**config.mk**
```make
export PLATFORM = sky130hd
export DESIGN_NAME = pulse_rate_gen
export DESIGN_NICKNAME = d
export VERILOG_FILES = /design/src/rtl/pulse_rate_gen.sv
export SDC_FILE = /design/constraint.sdc
export NUM_CORES = 1
export LEC_CHECK = 0
export CORE_UTILIZATION = 55
export CTS_CLUSTER_SIZE = 40
export DETAILED_ROUTE_END_ITERATION = 8
export PLACE_DENSITY = 0.77
export SLEW_MARGIN = 20
export SYNTH_ARGS = -nofsm -noshare
export SYNTH_HDL_FRONTEND = slang
export SYNTH_SLANG_ARGS = --single-unit
```
**constraint.sdc**
```tcl
create_clock -name clk -period 10.8 [get_ports clk]
set_clock_uncertainty 0.15 [all_clocks]
set_input_delay 1.62 -clock clk [delete_from_list [all_inputs] [get_ports clk]]
set_output_delay 1.62 -clock clk [all_outputs]
set_load 0.01 [all_outputs]
```
**src/rtl/pulse_rate_gen.sv**
```systemverilog
// Programmable pulse-train generator: emits exactly `rate` evenly spread pulses per CLK_HZ-cycle window.
// Optional pulse counter feeding pulses_sent is built only when PULSE_RATE_GEN_COUNT_EN is defined.
module pulse_rate_gen #(
    parameter int unsigned CLK_HZ  = 50_000_000,
    parameter int unsigned CNT_W   = 23,
    parameter int unsigned TIMER_W = 26,
    parameter int unsigned ACC_W   = 27
) (
    input  logic             clk,
    input  logic             rst,
    input  logic [CNT_W-1:0] rate_in,
    input  logic             load,
    input  logic             stop,
    output logic             pulse_out,
    output logic             window_done,
    output logic             busy,
    output logic [CNT_W-1:0] pulses_sent
);

    localparam logic [ACC_W-1:0]   CLK_LIM    = ACC_W'(CLK_HZ);
    localparam logic [TIMER_W-1:0] TIMER_LAST = TIMER_W'(CLK_HZ - 1);

    typedef enum logic {
        IDLE = 1'b0,
        RUN  = 1'b1
    } state_t;

    state_t             state;
    logic [ACC_W-1:0]   rate;
    logic [ACC_W-1:0]   acc;
    logic [ACC_W-1:0]   pend;
    logic               pend_vld;
    logic [TIMER_W-1:0] timer;

    logic [ACC_W-1:0]   sum_c;
    logic               fire_c;
    logic               win_end_c;

    // Requests at or above CLK_HZ saturate to one pulse per cycle.
    function automatic logic [ACC_W-1:0] clamp_rate(input logic [CNT_W-1:0] r);
        if (ACC_W'(r) >= CLK_LIM) return CLK_LIM;
        return ACC_W'(r);
    endfunction

    always_comb begin
        sum_c     = acc + rate;
        fire_c    = (sum_c >= CLK_LIM);
        win_end_c = (timer == TIMER_LAST);
    end

    always_ff @(posedge clk or negedge rst) begin
        if (!rst) begin
            state       <= IDLE;
            rate        <= '0;
            acc         <= '0;
            pend        <= '0;
            pend_vld    <= 1'b0;
            timer       <= '0;
            pulse_out   <= 1'b0;
            window_done <= 1'b0;
            busy        <= 1'b0;
        end else begin
            pulse_out   <= 1'b0;
            window_done <= 1'b0;
            if (stop) begin
                state    <= IDLE;
                busy     <= 1'b0;
                timer    <= '0;
                acc      <= '0;
                pend     <= '0;
                pend_vld <= 1'b0;
            end else begin
                case (state)
                    IDLE: begin
                        if (load) begin
                            rate  <= clamp_rate(rate_in);
                            timer <= '0;
                            acc   <= '0;
                            state <= RUN;
                            busy  <= 1'b1;
                        end
                    end
                    RUN: begin
                        pulse_out <= fire_c;
                        acc       <= fire_c ? (sum_c - CLK_LIM) : sum_c;
                        if (load) begin
                            pend     <= clamp_rate(rate_in);
                            pend_vld <= 1'b1;
                        end
                        // Window boundary: the only point where a new rate may take effect.
                        if (win_end_c) begin
                            window_done <= 1'b1;
                            timer       <= '0;
                            acc         <= '0;
                            if (load) begin
                                rate     <= clamp_rate(rate_in);
                                pend_vld <= 1'b0;
                            end else if (pend_vld) begin
                                rate     <= pend;
                                pend_vld <= 1'b0;
                            end
                        end else begin
                            timer <= timer + TIMER_W'(1);
                        end
                    end
                    default: state <= IDLE;
                endcase
            end
        end
    end

`ifdef PULSE_RATE_GEN_COUNT_EN
    logic [CNT_W-1:0] cnt;

    // Pulse count of the running window; pulses_sent includes a pulse fired on the closing edge.
    always_ff @(posedge clk or negedge rst) begin
        if (!rst) begin
            cnt         <= '0;
            pulses_sent <= '0;
        end else if (stop) begin
            cnt <= '0;
        end else if (state == IDLE) begin
            if (load) cnt <= '0;
        end else if (win_end_c) begin
            pulses_sent <= cnt + CNT_W'(fire_c);
            cnt         <= '0;
        end else if (fire_c) begin
            cnt <= cnt + CNT_W'(1);
        end
    end
`else
    assign pulses_sent = '0;
`endif

endmodule

```
==> flow_summary.json <==
{
  "synth_area_leaders": "dfrtp_1 (40%), o21ai_0 (7.1%), nand2_1 (5.5%)",
  "fill_cells": 972,
  "clkSlewWorstSetupHoldPaths_ns": 0.07,
  "core_um2": 11520,
  "cp.arrival_ns": 4.55,
  "drt-initial-drc-count": 411,
  "max_freq_ghz": 0.2245,
  "yosysMostFrequentCell": "dfrtp_1",
  "insertion_delay_ns": 0.36,
  "slew_violations": 0,
  "numCtsBuffers": 9,
  "timing.max_cap.violations": 0,
  "critical-path-top-delay-family": "compound AO/OA/AOI/OAI gates",
  "worstMarginPinSlew_ns": 0.9484,
  "die_y_um": 111.3,
  "vias_per_cell": 6.249,
  "area_growth_pct": 8.208,
  "ys_types": 70,
  "gr-total-overflow": 0,
  "startpoint_type": "flop",
  "rsz0062_at_grt": "false",
  "outcome": "finished with violations",
  "yosysTopAreaCell": "dfrtp_1",
  "cts.sinks": 104,
  "synth_edf_count": 0,
  "syn_inst": 731,
  "wl_met2_um": 6865,
  "p_total_mw": 1.011,
  "row_count": 39,
  "fin_area_um2": 7109,
  "wl_met3_um": 690,
  "portBuffers": 29,
  "synth_area_per_cell_um2": 8.988,
  "track_usage_pct": 25.08,
  "cts_resized": 0,
  "max-vdd-ir-drop_v": 0.0001095,
  "fin_crit_ns": 4.455,
  "start_util_pct": 57.05,
  "clock_path_buffers": 2,
  "hp-class": "flop to flop",
  "layout-drive-gt1-share_pct": 5.691,
  "crit_required_ns": 10.89,
  "async_flop_share_pct": 100.0,
  "post-cts-setup-buffer-count": 0,
  "syn_area_um2": 6570,
  "synth_commonest_cells": "dfrtp_1 (104), nand2_1 (96), o21ai_0 (93), a21oi_1 (36), a22o_1 (34)",
  "yosysSeqAreaShare_pct": 39.61,
  "h-tree-depth": 3,
  "antenna_cells": 0,
  "critPathKind": "flop to flop",
  "antenna_found_initial": 0,
  "startpoint": "rate[0]",
  "hold_slack_ns": 0.3284,
  "cp-end-kind": "flop",
  "max_slew_margin_pct": 36.78,
  "place_congestion": 0.9287,
  "r2r_start": "rate[0]",
  "rrSetupSlack_ns": 6.34,
  "cp.buffers_inverters": 0,
  "power_density_nw_per_um2": 142.2,
  "grt_pass1_vias": 5205,
  "dr.pass1.iters": 7,
  "synth_top_cell_area_share_pct": 39.61,
  "cts.root.buffer_cell": "clkbuf_16",
  "top_layer_used": "met4",
  "ys_ff_latch": 104,
  "final_nets": 786,
  "setup_tns_ns": 0,
  "wire_per_inst_um": 16.64,
  "setup_viol": 0,
  "num_vias": 5505,
  "num_io_pins": 53,
  "min_from": "timer[15]",
  "ys_warn_count": 0,
  "finalWirelength_um": 14660,
  "slowest_delay_ns": 0.74,
  "violations": "DRC",
  "die_w_um": 111.3,
  "crit_fanout": 13,
  "hold_buffers": 0,
  "met1_length_um": 6808,
  "ys.flop_type": "dfrtp_1",
  "drc": 7,
  "power_leakage_nw": 3.063,
  "dieArea_um2": 12390,
  "crit_chain": "ha_1, fa_1, a211oi_2, o211ai_1, a211oi_1, ha_1, nor4b_1, a211oi_1, nor2_1, o21ai_2, nand2_1, nor2_1, a221o_1",
  "finalHoldViolations": 0,
  "place_area_um2": 6827,
  "min_period_over_period_pct": 41.25,
  "critPathSlowestCell": "nor4b_1",
  "cts_tree": "built",
  "grt_max_degree": 74,
  "place_hpwl_um": 10470,
  "ant_nets": 0,
  "grt_pass1_wl_um": 25070
}
-- routing by layer --
metal / vias to the layer above / GRT usage [%]
li1: 2654 / -
met4: 0 / 10.09
met5: - / 0
met2: 179 / 39.21
met3: 24 / 3.718
met1: 2648 / 35.05
-- area by class of cell --
type	count	area, µm²	area share (%)
clock buffer	11	242.7	3.414
timing repair buffer	35	332.8	4.681
inverter	10	37.54	0.5280
tap	143	178.9	2.517
sequential	104	2603	36.61
multi-input combinational	573	3682	51.80
clock inverter	5	32.53	0.4576
-- metrics by stage --
stage	instances	utilization [%]	setup WS, ns
after floorplan	753	-	7.118
after global placement	865	59.28	6.600
after detailed placement	865	59.28	6.487
after CTS	881	61.67	6.458
after global routing	881	61.73	6.114
final	881	61.73	6.345
-- layout by cell type (no fill, tap or decap), types with 9 or more instances in the layout --
master / count
o21ai_0: 93
inv_1: 10
nor2_1: 26
nand2_1: 96
a21oi_1: 35
a31oi_1: 14
clkbuf_16: 9
nand3_1: 16
nand4_1: 16
a22o_1: 34
dfrtp_1: 104
mux2i_1: 25
conb_1: 23
and3_1: 17
ha_1: 25
clkdlybuf4s50_1: 28
xnor2_1: 22
xor2_1: 14
-- flip-flops by register name, summed over array words and instances, names as in the netlist --
signal / cells
pulse_out: 1
timer: 26
pend_vld: 1
acc: 27
busy: 1
window_done: 1
state: 1
rate: 23
pend: 23
-- worst paths after layout --
check,cells past startpoint,end
hold reg to reg,1,timer[15]
hold / removal,1,timer[15]
setup reg to reg,13,acc[16]
min in group asynchronous,1,acc[13]
max in group asynchronous,2,timer[21]
setup / recovery,13,acc[16]
-- cells by family (layout without fill, tap and decap cells) --
family / count (synthesis) / after routing / synth area share [%]
AOI/OAI and AO/OA: 239 / 239 / 23.69
xor gates and xnor gates: 36 / 36 / 4.799
adders and majority gates: 26 / 26 / 5.066
buffers and inverters: 76 / 61 / 5.885
DFF: 104 / 104 / 39.61
muxes: 25 / 25 / 3.809
other: 1 / 23 / 0.05708
and+or+nand+nor: 224 / 224 / 17.08
-- power breakdown --
group,internal (mW),total (mW),switching [mW],leakage [nW]
logic,0.0992,0.267,0.168,1.52
registers,0.417,0.436,0.0195,1.41
clock network,0.162,0.307,0.145,0.139
total,0.678,1.01,0.333,3.06
No activity file was read; power rests on OpenSTA's default activity.
